===== src/rtl/pipeline_hazard_ctrl.sv =====
// Stall/flush controller for the 5-stage pipeline: load-use, taken branch, memory wait,
// debug halt/drain, plus saturating stall and flush counters.
module pipeline_hazard_ctrl #(
    parameter int REG_ADDR_W   = 5,
    parameter int CNT_W        = 32,
    parameter int TIMEOUT      = 16,
    parameter int DRAIN_CYCLES = 4
) (
    input  logic                  clk,
    input  logic                  rst,
    input  logic [REG_ADDR_W-1:0] if_id_rs1,
    input  logic [REG_ADDR_W-1:0] if_id_rs2,
    input  logic [REG_ADDR_W-1:0] id_ex_rd,
    input  logic                  id_ex_mem_read,
    input  logic                  mem_branch,
    input  logic                  mem_zero,
    input  logic                  mem_mem_read,
    input  logic                  mem_mem_write,
    input  logic                  dmem_ready,
    input  logic                  halt_req,
    output logic                  pc_write,
    output logic                  pc_src,
    output logic                  if_id_write,
    output logic                  if_id_flush,
    output logic                  id_ex_write,
    output logic                  id_ex_flush,
    output logic                  ex_mem_write,
    output logic                  ex_mem_flush,
    output logic                  halt_ack,
    output logic                  timeout_err,
    output logic [CNT_W-1:0]      stall_cnt,
    output logic [CNT_W-1:0]      flush_cnt,
    output logic [1:0]            dbg_state_o
);

    localparam int WAIT_W  = $clog2(TIMEOUT + 2);
    localparam int DRAIN_W = $clog2(DRAIN_CYCLES + 2);

    typedef enum logic [1:0] {
        RUN      = 2'd0,
        MEM_WAIT = 2'd1,
        DRAIN    = 2'd2,
        HALTED   = 2'd3
    } state_e;

    state_e             state_q, state_d;
    logic [WAIT_W-1:0]  wait_cnt_q, wait_cnt_d;
    logic [DRAIN_W-1:0] drain_cnt_q, drain_cnt_d;
    logic               timeout_err_q, timeout_err_d;
    logic               halt_ack_q, halt_ack_d;
    logic [CNT_W-1:0]   stall_cnt_q, stall_cnt_d;
    logic [CNT_W-1:0]   flush_cnt_q, flush_cnt_d;
    logic               stall_inc, flush_inc;

    logic pc_write_c, pc_src_c, if_id_write_c, if_id_flush_c;
    logic id_ex_write_c, id_ex_flush_c, ex_mem_write_c, ex_mem_flush_c;

    logic mem_busy, br_taken, load_use;

    assign mem_busy = (mem_mem_read | mem_mem_write) & ~dmem_ready;
    assign br_taken = mem_branch & mem_zero;
    assign load_use = id_ex_mem_read & (id_ex_rd != '0) &
                      ((id_ex_rd == if_id_rs1) | (id_ex_rd == if_id_rs2));

    always_comb begin
        state_d        = state_q;
        wait_cnt_d     = wait_cnt_q;
        drain_cnt_d    = drain_cnt_q;
        timeout_err_d  = timeout_err_q;
        stall_inc      = 1'b0;
        flush_inc      = 1'b0;
        pc_write_c     = 1'b1;
        pc_src_c       = 1'b0;
        if_id_write_c  = 1'b1;
        if_id_flush_c  = 1'b0;
        id_ex_write_c  = 1'b1;
        id_ex_flush_c  = 1'b0;
        ex_mem_write_c = 1'b1;
        ex_mem_flush_c = 1'b0;

        case (state_q)
            RUN: begin
                if (mem_busy) begin
                    pc_write_c     = 1'b0;
                    if_id_write_c  = 1'b0;
                    id_ex_write_c  = 1'b0;
                    ex_mem_write_c = 1'b0;
                    stall_inc      = 1'b1;
                    wait_cnt_d     = WAIT_W'(1);
                    state_d        = MEM_WAIT;
                end else if (br_taken) begin
                    // A coincident load-use hazard is moot: its instruction is flushed here.
                    pc_src_c       = 1'b1;
                    if_id_flush_c  = 1'b1;
                    id_ex_flush_c  = 1'b1;
                    ex_mem_flush_c = 1'b1;
                    flush_inc      = 1'b1;
                end else if (load_use) begin
                    pc_write_c     = 1'b0;
                    if_id_write_c  = 1'b0;
                    id_ex_flush_c  = 1'b1;
                    stall_inc      = 1'b1;
                end else if (halt_req) begin
                    drain_cnt_d    = DRAIN_W'(DRAIN_CYCLES);
                    state_d        = DRAIN;
                end
            end
            MEM_WAIT: begin
                if (dmem_ready) begin
                    wait_cnt_d     = '0;
                    state_d        = RUN;
                end else if (wait_cnt_q == WAIT_W'(TIMEOUT)) begin
                    timeout_err_d  = 1'b1;
                    wait_cnt_d     = '0;
                    state_d        = RUN;
                end else begin
                    pc_write_c     = 1'b0;
                    if_id_write_c  = 1'b0;
                    id_ex_write_c  = 1'b0;
                    ex_mem_write_c = 1'b0;
                    stall_inc      = 1'b1;
                    wait_cnt_d     = wait_cnt_q + WAIT_W'(1);
                end
            end
            DRAIN: begin
                // Bubbles enter at IF/ID while the older instructions retire downstream.
                pc_write_c    = 1'b0;
                if_id_flush_c = 1'b1;
                if (mem_busy) begin
                    if_id_flush_c  = 1'b0;
                    if_id_write_c  = 1'b0;
                    id_ex_write_c  = 1'b0;
                    ex_mem_write_c = 1'b0;
                    stall_inc      = 1'b1;
                end else begin
                    if (br_taken) begin
                        pc_write_c     = 1'b1;
                        pc_src_c       = 1'b1;
                        id_ex_flush_c  = 1'b1;
                        ex_mem_flush_c = 1'b1;
                        flush_inc      = 1'b1;
                    end
                    if (drain_cnt_q <= DRAIN_W'(1)) begin
                        drain_cnt_d = '0;
                        state_d     = HALTED;
                    end else begin
                        drain_cnt_d = drain_cnt_q - DRAIN_W'(1);
                    end
                end
                if (!halt_req) begin
                    state_d = RUN;
                end
            end
            HALTED: begin
                pc_write_c     = 1'b0;
                if_id_write_c  = 1'b0;
                id_ex_write_c  = 1'b0;
                ex_mem_write_c = 1'b0;
                if (!halt_req) begin
                    state_d = RUN;
                end
            end
            default: state_d = RUN;
        endcase
    end

    assign halt_ack_d  = (state_d == HALTED);
    assign stall_cnt_d = (stall_inc && (stall_cnt_q != '1)) ? stall_cnt_q + CNT_W'(1) : stall_cnt_q;
    assign flush_cnt_d = (flush_inc && (flush_cnt_q != '1)) ? flush_cnt_q + CNT_W'(1) : flush_cnt_q;

    always_ff @(posedge clk or negedge rst) begin
        if (!rst) begin
            state_q       <= RUN;
            wait_cnt_q    <= '0;
            drain_cnt_q   <= '0;
            timeout_err_q <= 1'b0;
            halt_ack_q    <= 1'b0;
            stall_cnt_q   <= '0;
            flush_cnt_q   <= '0;
        end else begin
            state_q       <= state_d;
            wait_cnt_q    <= wait_cnt_d;
            drain_cnt_q   <= drain_cnt_d;
            timeout_err_q <= timeout_err_d;
            halt_ack_q    <= halt_ack_d;
            stall_cnt_q   <= stall_cnt_d;
            flush_cnt_q   <= flush_cnt_d;
        end
    end

    // Pipeline controls are held low for as long as reset is asserted.
    assign pc_write     = rst & pc_write_c;
    assign pc_src       = rst & pc_src_c;
    assign if_id_write  = rst & if_id_write_c;
    assign if_id_flush  = rst & if_id_flush_c;
    assign id_ex_write  = rst & id_ex_write_c;
    assign id_ex_flush  = rst & id_ex_flush_c;
    assign ex_mem_write = rst & ex_mem_write_c;
    assign ex_mem_flush = rst & ex_mem_flush_c;

    assign halt_ack    = halt_ack_q;
    assign timeout_err = timeout_err_q;
    assign stall_cnt   = stall_cnt_q;
    assign flush_cnt   = flush_cnt_q;
    assign dbg_state_o = state_q;

endmodule

===== config.mk =====
export PLATFORM = sky130hd
export DESIGN_NAME = pipeline_hazard_ctrl
export DESIGN_NICKNAME = d
export VERILOG_FILES = /design/src/rtl/pipeline_hazard_ctrl.sv
export SDC_FILE = /design/constraint.sdc
export NUM_CORES = 1
export LEC_CHECK = 0
export ABC_AREA = 1
export ABC_CLOCK_PERIOD_IN_PS = 3050
export CAP_MARGIN = 20
export CORE_ASPECT_RATIO = 0.5
export CORE_MARGIN = 2
export CORE_UTILIZATION = 50
export DETAILED_ROUTE_END_ITERATION = 7
export GPL_ROUTABILITY_DRIVEN = 1
export PLACE_DENSITY_LB_ADDON = 0.1
export SLEW_MARGIN = 40
export SYNTH_ARGS = -nofsm -noshare
export SYNTH_HDL_FRONTEND = slang
export SYNTH_SLANG_ARGS = --single-unit
export TNS_END_PERCENT = 50

===== constraint.sdc =====
create_clock -name clk -period 3.05 [get_ports clk]
set_input_delay 0.61 -clock clk [delete_from_list [all_inputs] [get_ports clk]]
set_output_delay 0.61 -clock clk [all_outputs]
set_load 0.01 [all_outputs]

==> qor.yml <==
logic_synthesis:
  yosys_warnings: 0
  synth_area_mm2: 0.00496
  async_flop_share: 1.00
  synthFlopType: "dfrtp_1"
  syn_nets: 725
  netlist_instances: 695
  ys_types: 37
  yosysSeqAreaShare: 0.383
  syn-mean-instance-area_um2: 7.14
  yosys_register_bits: 76
  synth_edf_count: 0
timing:
  slew_violations: 0
  whs_ps: 86.1
  max_freq_mhz: 343
  timing.final.ws_setup_ps: 134
  worst_pin_slew_ps: 511
  finalCriticalPeriod_ps: 2920
  relSlewSlack: 0.658
  hold_viol: 0
  setup_violations: 0
  period_share: 0.956
  fin_skew_ps: 8.20
setup_path:
  crit_chain: "clkdlybuf4s50_1, inv_1, o21ai_2, nand2_2, nor2_4, inv_1, nor2_1, clkdlybuf4s50_1"
  crit_type: "input port to output port"
  worstPathRequired_ps: 2440
  reg2reg_to: "stall_cnt[2]"
  cp_slowest_cell: "clkdlybuf4s50_1"
  cp.buffers_inverters: 4
  reg2reg_slack_ps: 1140
  cpPeakStageDelay_ps: 570
  start_kind: "input port"
  cp.arrival_ps: 2310
  critPathTopFamily: "buffers and inverters"
  cp_max_fo: 5
  reg2reg_from: "stall_cnt[1]"
  path_depth: 8
  crit_path_start: "dmem_ready"
  endpoint_kind: "output port"
  crit_end: "pc_src"
  r2r_cells: 9
placement:
  dpl_cell_area_mm2: 0.00608
  dp.cells: 926
  place.gp.congestion: 0.835
  port_buffers: 99
  pre_cts_slack_ps: -43.1
  dpl.hpwl_um: 8910
global_routing:
  grt-ovfl-total: 0
  grt_max_degree: 29
  grt_use_met3: 0.0592
  busiest_layer: "met2"
  use_met1: 0.287
  track_usage: 0.229
  grt_pass1_wl_um: 19500
  grt.met2_usage: 0.394
  grt_pass1_vias: 4311
  antenna_found_initial: 0
cells_and_area:
  drive_gt1_frac: 0.0880
  layout.nets: 832
  antenna_cells: 0
  syn_to_final_growth_pct: 30.1
  layout_common_cells: "233 x nand2_1, 97 x inv_1, 94 x clkdlybuf4s50_1"
  mostFrequentLayoutCell: "nand2_1"
  final_cells: 942
  design_area_mm2: 0.00645
clocking:
  cts_tree: "yes"
  post_cts_buffers: 0
  cts_root_buf: "clkbuf_16"
  clkTransAtPathRegs_ps: 60
  cts-htree-levels: 3
  postCtsHoldBufs: 0
  cts_resized: 2
  clk_latency_ps: 340
  cts_buffers: 9
  clock_sinks: 76
  clockBufferDepth: 2
floorplanning:
  core_area_mm2: 0.00954
  die_w_um: 145
  num_rows: 25
  io_pins: 100
  initial_core_util: 0.520
  die-area_mm2: 0.0108
  die_y_um: 74.4
detailed_routing:
  routed_via_density: 4.93
  drtAntennaViolNets: 0
  wl_um: 11700
  drc: 0
  drt-initial-drc-count: 166
  wire_per_inst_um: 12.4
  firstDrtPassIters: 6
  vias: 4647
pwr:
  ir_worst_vdd_uv: 330
  p_int_mw: 2.48
  p_sw_mw: 1.20
  seq_power_share: 0.359
  p_sw_frac: 0.326
  p_per_area_mw_per_mm2: 571
  p_leak_nw: 3.02
  power_frac_comb: 0.301
  power_mw: 3.68
  clkPwrFrac: 0.340
hold_path:
  hold_path.class: "input port to asynchronous set/reset pin"
outcome:
  status: "finished clean"
run:
  maxCapViolations: 0
state kept, by name, indices dropped and copies added, names as in the netlist:
name,count
stall_cnt,32
flush_cnt,32
timeout_err,1
dbg_state_o,2
wait_cnt_q,5
halt_ack,1
drain_cnt_q,3
cell usage after synthesis, types with 2 or more instances:
cell type    n  area share
nor2_1      60       0.045
dfrtp_1     76        0.38
nand2_2      5      0.0063
inv_2        2      0.0015
nor2_4       5       0.011
o21ai_0     19       0.019
nor2_2      12       0.015
ha_1         6       0.015
inv_1       97       0.073
nand3_4      2      0.0071
buf_6        6       0.014
nand4_1     14       0.018
nor3_4       2      0.0066
a21oi_1      9      0.0091
nand3_1     56       0.056
nand3b_1     4      0.0061
buf_4        3      0.0045
nand2_1    233        0.18
buf_2        2      0.0020
xor2_1      25       0.044
nor3_2       4      0.0081
nor3_1      22       0.022
xnor2_1     10       0.018
a21boi_0     2      0.0030
nand3_2      7       0.014
cell type report:
class	instances	area (um2)
sequential	76	1900
timing repair buffer	108	1070
clock inverter	4	95.1
fill	814	3090
multi-input combinational	508	2580
tap	135	169
inverter	99	372
clock buffer	12	256
worst min-delay path by stage:
stage                     endpoint  cells after the start  startpoint  slack [ps]
floorplan           dbg_state_o[0]                      0         rst         310
global placement    drain_cnt_q[2]                      1         rst         430
detailed placement  drain_cnt_q[2]                      1         rst         430
CTS                 dbg_state_o[1]                      1         rst          70
global route        dbg_state_o[1]                      1         rst          80
finish              dbg_state_o[1]                      1         rst          90
per-layer routing:
metal  wire (um)  up-vias
met5           0        -
met1        5180     2110
met4         211        0
met2        5640      119
met3         639       21
li1            -     2397
worst reg2reg max path, delay by kind of cell (launching register included):
family	cells	cell delay, ps
DFF	1	390
adders and majority gates	1	230
and+or+nand+nor	8	1230
power by group through the flow:
stage	clock, mW	combinational, mW	sequential [mW]
final	1.25	1.11	1.32
after global routing	1.32	1.25	1.35
after CTS	1.28	1.12	1.32
after detailed placement	0	1.11	1.34
after global placement	0	1.09	1.33
after floorplan	0	0.668	1.35
cells by family after synthesis:
kind of cell    after synthesis  share of synthesized area
xor+xnor                     35                     0.0618
flops                        76                      0.383
compound gates               37                     0.0421
fa+ha+maj                     6                     0.0151
buf+inv                     111                     0.0981
simple gates                430                      0.400
metrics by stage:
stage | TNS [ps] | utilization
2_1_floorplan | 0 | -
3_3_place_gp | -6.64 | 0.638
3_5_place_dp | -79.1 | 0.638
4_1_cts | 0 | 0.674
5_1_grt | -4.75 | 0.676
6_report | 0 | 0.676
Power figures use the tool's default switching activity.
